===== src/rtl/ps2_host_tx.sv =====
// Host-to-device PS/2 transmitter: inhibits the bus, sends one command byte
// (start, 8 data LSB first, odd parity, stop) on device clock falls, checks the ACK.
module ps2_host_tx #(
  parameter int unsigned INHIBIT_CYCLES = 12000,
  parameter int unsigned TIMEOUT_CYCLES = 2000000
) (
  input  logic       clk,
  input  logic       rst,
  input  logic       ps2_clk,
  input  logic       ps2_data,
  output logic       ps2_clk_oe,
  output logic       ps2_data_oe,
  input  logic [7:0] tx_data,
  input  logic       tx_start,
  output logic       busy,
  output logic       done,
  output logic       err
);

  localparam int unsigned INH_W   = $clog2(INHIBIT_CYCLES + 1);
  localparam int unsigned TO_W    = $clog2(TIMEOUT_CYCLES + 1);
  localparam int unsigned FRAME_W = 10;
  localparam int unsigned BIT_W   = 4;

  typedef enum logic [2:0] {
    S_IDLE,
    S_INHIBIT,
    S_REQ,
    S_SHIFT,
    S_ACK,
    S_WAITIDLE
  } state_t;

  state_t               state_q, state_d;
  logic [2:0]           clk_s, data_s;
  logic [FRAME_W-1:0]   frame_q, frame_d;
  logic [BIT_W-1:0]     bit_cnt_q, bit_cnt_d;
  logic [INH_W-1:0]     inh_cnt_q, inh_cnt_d;
  logic [TO_W-1:0]      to_cnt_q, to_cnt_d;
  logic                 clk_oe_d, data_oe_d, busy_d, done_d, err_d;
  logic                 clk_fall, timed_out;

  // Pin synchronisers; idle bus level is high so they reset to 1.
  always_ff @(posedge clk or negedge rst) begin
    if (!rst) begin
      clk_s  <= 3'b111;
      data_s <= 3'b111;
    end else begin
      clk_s  <= {clk_s[1:0], ps2_clk};
      data_s <= {data_s[1:0], ps2_data};
    end
  end

  assign clk_fall  = clk_s[2] & ~clk_s[1];
  assign timed_out = (to_cnt_q == TO_W'(TIMEOUT_CYCLES - 1));

  always_ff @(posedge clk or negedge rst) begin
    if (!rst) begin
      state_q     <= S_IDLE;
      frame_q     <= '0;
      bit_cnt_q   <= '0;
      inh_cnt_q   <= '0;
      to_cnt_q    <= '0;
      ps2_clk_oe  <= 1'b0;
      ps2_data_oe <= 1'b0;
      busy        <= 1'b0;
      done        <= 1'b0;
      err         <= 1'b0;
    end else begin
      state_q     <= state_d;
      frame_q     <= frame_d;
      bit_cnt_q   <= bit_cnt_d;
      inh_cnt_q   <= inh_cnt_d;
      to_cnt_q    <= to_cnt_d;
      ps2_clk_oe  <= clk_oe_d;
      ps2_data_oe <= data_oe_d;
      busy        <= busy_d;
      done        <= done_d;
      err         <= err_d;
    end
  end

  // Frame shifts out LSB first; frame bit 9 is the stop bit, so fall #10 releases data.
  always_comb begin
    state_d   = state_q;
    frame_d   = frame_q;
    bit_cnt_d = bit_cnt_q;
    inh_cnt_d = inh_cnt_q;
    to_cnt_d  = to_cnt_q;
    clk_oe_d  = ps2_clk_oe;
    data_oe_d = ps2_data_oe;
    busy_d    = busy;
    done_d    = 1'b0;
    err_d     = err;

    case (state_q)
      S_IDLE: begin
        if (tx_start) begin
          frame_d   = {1'b1, ~^tx_data, tx_data};
          err_d     = 1'b0;
          busy_d    = 1'b1;
          clk_oe_d  = 1'b1;
          data_oe_d = 1'b0;
          inh_cnt_d = '0;
          state_d   = S_INHIBIT;
        end
      end

      S_INHIBIT: begin
        if (inh_cnt_q == INH_W'(INHIBIT_CYCLES - 1)) begin
          clk_oe_d  = 1'b0;
          data_oe_d = 1'b1;
          to_cnt_d  = '0;
          bit_cnt_d = '0;
          state_d   = S_REQ;
        end else begin
          inh_cnt_d = inh_cnt_q + INH_W'(1);
        end
      end

      default: begin
        to_cnt_d = to_cnt_q + TO_W'(1);
        if (timed_out) begin
          clk_oe_d  = 1'b0;
          data_oe_d = 1'b0;
          err_d     = 1'b1;
          done_d    = 1'b1;
          busy_d    = 1'b0;
          state_d   = S_IDLE;
        end else if (state_q == S_WAITIDLE) begin
          if (clk_s[2] && data_s[2]) begin
            done_d  = 1'b1;
            busy_d  = 1'b0;
            state_d = S_IDLE;
          end
        end else if (clk_fall) begin
          if (state_q == S_ACK) begin
            err_d   = data_s[2];
            state_d = S_WAITIDLE;
          end else begin
            data_oe_d = ~frame_q[0];
            frame_d   = {1'b1, frame_q[FRAME_W-1:1]};
            bit_cnt_d = bit_cnt_q + BIT_W'(1);
            state_d   = (bit_cnt_q == BIT_W'(9)) ? S_ACK : S_SHIFT;
          end
        end
      end
    endcase
  end

endmodule


===== config.mk =====
export PLATFORM = sky130hd
export DESIGN_NAME = ps2_host_tx
export DESIGN_NICKNAME = d
export VERILOG_FILES = /design/src/rtl/ps2_host_tx.sv
export SDC_FILE = /design/constraint.sdc
export NUM_CORES = 1
export LEC_CHECK = 0
export ABC_AREA = 1
export CAP_MARGIN = 0
export CORE_MARGIN = 4
export CORE_UTILIZATION = 55
export DETAILED_ROUTE_END_ITERATION = 10
export HOLD_SLACK_MARGIN = 0.12
export PLACE_DENSITY = 0.77
export SLEW_MARGIN = 20
export SYNTH_ARGS = -nofsm -noshare
export SYNTH_HDL_FRONTEND = slang
export SYNTH_SLANG_ARGS = --single-unit

===== constraint.sdc =====
create_clock -name clk -period 1.5 [get_ports clk]
set_input_delay 0.3 -clock clk [delete_from_list [all_inputs] [get_ports clk]]
set_output_delay 0.3 -clock clk [all_outputs]
set_load 0.05 [all_outputs]

==> summary.md <==
| Metric | Value |
|---|---|
| Total power draw | roughly 8.6 mW |
| Clock skew | 0.0127 ns |
| Mean post-synth cell area | approximately 7 µm² |
| Post-DP HPWL | about 6.6 mm |
| Hold path start | ps2_clk |
| First-pass GRT wire length | between 15 and 20 mm |
| Cell family with most CP delay | simple AND/OR/NAND/NOR gates |
| CP Capture Type | flip-flop |
| CTS tree | done |
| Cell Pwr Density | roughly 1600 nW/µm² |
| Clock Tree Buf Depth | 2 |
| Critical Path RT | between 1.5 and 2 ns |
| Detailed-route DRC error count | 0 |
| Number of H-tree levels | 3 |
| Tmin final | around 1.6 ns |
| Setup TNS | -2.92 ns |
| Status | finished with violations |
| Final Setup Violations | 53 |
| Worst r2r src | inh_cnt_q[4]$_DFFE_PN0P_ |
| Vias per inst | 5.86 |
| Slowest stage delay, CP | between 0.3 and 0.4 ns |
| Via count | 4129 |
| Share of the synthesized area in the top cell type | a little under two fifths |
| FFs w/ async S/R, synth | 100% |
| Vias in the first global route | 3657 |
| Die Y | between 90 and 100 µm |
| Fill count | approximately 340 |
| I/O Buffers | 17 |
| CTS buffer count | 9 |
| Worst path most repeated cell | nand2_8 |
| Mapped Nets | around 540 |
| Worst EP arrival | 1.87 ns |
| Gr ovfl total | 0 |
| Clock sink count | 63 |
| Initial Util | between 50% and 60% |
| Most frequent cells in the layout | nand2_1, buf_4, dfrtp_1 |
| Drt pass-1 iters | 6 |
| Leakage dissipation | 2.51 nW |
| Max_cap viols | 0 |
| Placed Area | 4530 µm² |
| Die Wd | 90.4 µm |
| Starting DRT DRC Count | ~410 |
| Routability Congestion | around 0.96 |
| Tot GR Track Use | 23.7% |
| Critical path class | flip-flop to flip-flop |
| Failing checks | setup timing |
| Synthesized cell area | between 3000 and 4000 µm² |
| Core area | about 6500 µm² |
| Main area contributors after synthesis | dfrtp_1, nand2_1, nand3_1 |
| Top-level port count | 18 |
| Post-route ant nets | 0 |
| Largest net degree at the start of global routing | between 60 and 70 |
| Worst reg2reg setup slack | -0.13 ns |
| Wire length per cell | 16.8 µm |
| Fin crit share | 109% |
| Num rows | 29 |
| Post-Place Setup Slack | -0.101 ns |
| Layout cells sized above 1 | between 30% and 40% |
| Final Slew Violations | 0 |
| DIE AREA | between 8000 and 9000 µm² |
| Seq/Total Area, Yosys | between 40 and 50% |
| Crit path cell chain | inv_1 > nor2_1 > nand2_1 > nor2_4 > nand2_4 > nand2_8 > nand2_8 > buf_12 > a22o_1 |
| Finished layout cell area | approximately 5400 µm² |
| Cells after synthesis | 520 |
| Fin. Hold Viols | 0 |
| Clock transition at path regs | 0.08 ns |
| CP Launch Type | flip-flop |
| Layout Nets | between 600 and 700 |
| Area Overhead vs Synth | 45.3% |
| Crit path max fanout | 6 |
| Register bit total from synthesis | 63 |
| Most common cell after layout, fill and taps aside | nand2_1 |
| Slowest-stage cell, CP | dfrtp_1 |
| Worst setup startpoint | inh_cnt_q[4]$_DFFE_PN0P_ |
| Largest area contributor in the netlist | dfrtp_1 |
| EDFF count, synth | 0 |
| Final wirelength | 11.8 mm |
| Final worst slack | -0.133 ns |
| Worst VDD drop | roughly 1.4 mV |
| CP Buf/Inv Count | 2 |
| Post-synth cell types | 35 |
| Initial antenna violation count | 0 |
| Slew @ Worst Pin | 0.330 ns |
| Clk_lat worst skew | ~0.36 ns |
| Worst slew margin | 77.8% |
| Min-delay worst type | input pin to flip-flop |
| Diodes inserted | 0 |
| Fmax | between 0.6 and 0.7 GHz |
| CTS Root Cell | clkbuf_8 |
| RSZ-0062 raised after global routing | yes |
| Synth warn | 0 |
| Most used flip-flop cell after synthesis | dfrtp_1 |
-- routing by layer --
layer	vias to the layer above	wire, µm	GRT usage (%)
li1	1870	-	-
met3	88	993	3.50
met4	0	668	13.8
met1	1897	4450	30.3
met5	-	0	0
met2	274	5730	38.3
-- final cells by class --
type	instances	area [µm²]	area share [%]
Inverter	53	209	3.85
Multi-Input combinational cell	395	2350	43.2
Tap cell	77	96.3	1.77
Clock buffer	9	124	2.28
Sequential cell	63	1590	29.3
Clock inverter	7	73.8	1.36
Timing Repair Buffer	101	992	18.3
-- state kept, by name (all words and copies together) (netlist names) --
register and cells:
inh_cnt_q 14, busy 1, clk_s 3, ps2_clk_oe 1, ps2_data_oe 1, frame_q 10, done 1, err 1
bit_cnt_q 4, state_q 3, to_cnt_q 21, data_s 3
-- metrics by stage --
step / cells / hold WS, ns / utilization [%]
after floorplan: 520 / 0.00441 / -
after global placement: 671 / 0.334 / 70.1
after detailed placement: 671 / 0.334 / 70.1
after CTS: 693 / 0.357 / 75.4
after global routing: 705 / 0.359 / 84.1
final: 705 / 0.346 / 84.1
-- power breakdown --
part           leakage, nW  internal, mW  total (mW)  switching, mW
registers            0.809          2.06        2.41          0.350
clock network       0.0992         0.769        1.52          0.750
logic                 1.60          2.05        4.70           2.65
-- cells by family (layout without fill, tap and decap cells) --
family	Yosys count	in the layout	synth area share [%]
flops	63	63	42.4
simple gates	326	326	37.6
xor+xnor	17	17	3.98
buf+inv	62	170	7.43
compound gates	48	48	7.26
fa+ha+maj	4	4	1.34
-- synth_stat cells, types with 2 or more instances --
cell type and n:
nand3_1 45, nand2_1 194, inv_2 2, buf_2 2
dfstp_2 6, buf_6 4, xnor2_1 6, nand3_2 2
o22ai_1 2, o21ai_0 25, nand4_1 13, nor2_4 2
ha_1 4, nor2_1 44, nand2_2 4, a21oi_1 3
o21bai_1 2, buf_4 2, dfrtp_1 57, nor3_1 14
inv_1 50, nor2_2 4, xor2_1 11, o21ai_2 2
o21ai_1 10
-- path summary, 6_finish.rpt --
path / end / depth (start not counted)
worst max-delay path: to_cnt_q[1]$_DFFE_PN0P_ / 9
worst min-delay path: clk_s[0]$_DFF_PN1_ / 1
worst max register to register: to_cnt_q[1]$_DFFE_PN0P_ / 9
worst min register to register: clk_s[1]$_DFF_PN1_ / 0
max in group asynchronous: clk_s[0]$_DFF_PN1_ / 3
min in group asynchronous: to_cnt_q[10]$_DFFE_PN0P_ / 3
-- what timing repair did --
item,in CTS,in global routing
setup buffers,5,8
resized for setup,25,129
gates cloned,0,4
setup endpoints to repair,54,53
hold endpoints to repair,57,0
hold buffers,1,0
pin swaps,10,24
(Power assumes the default switching activity.)
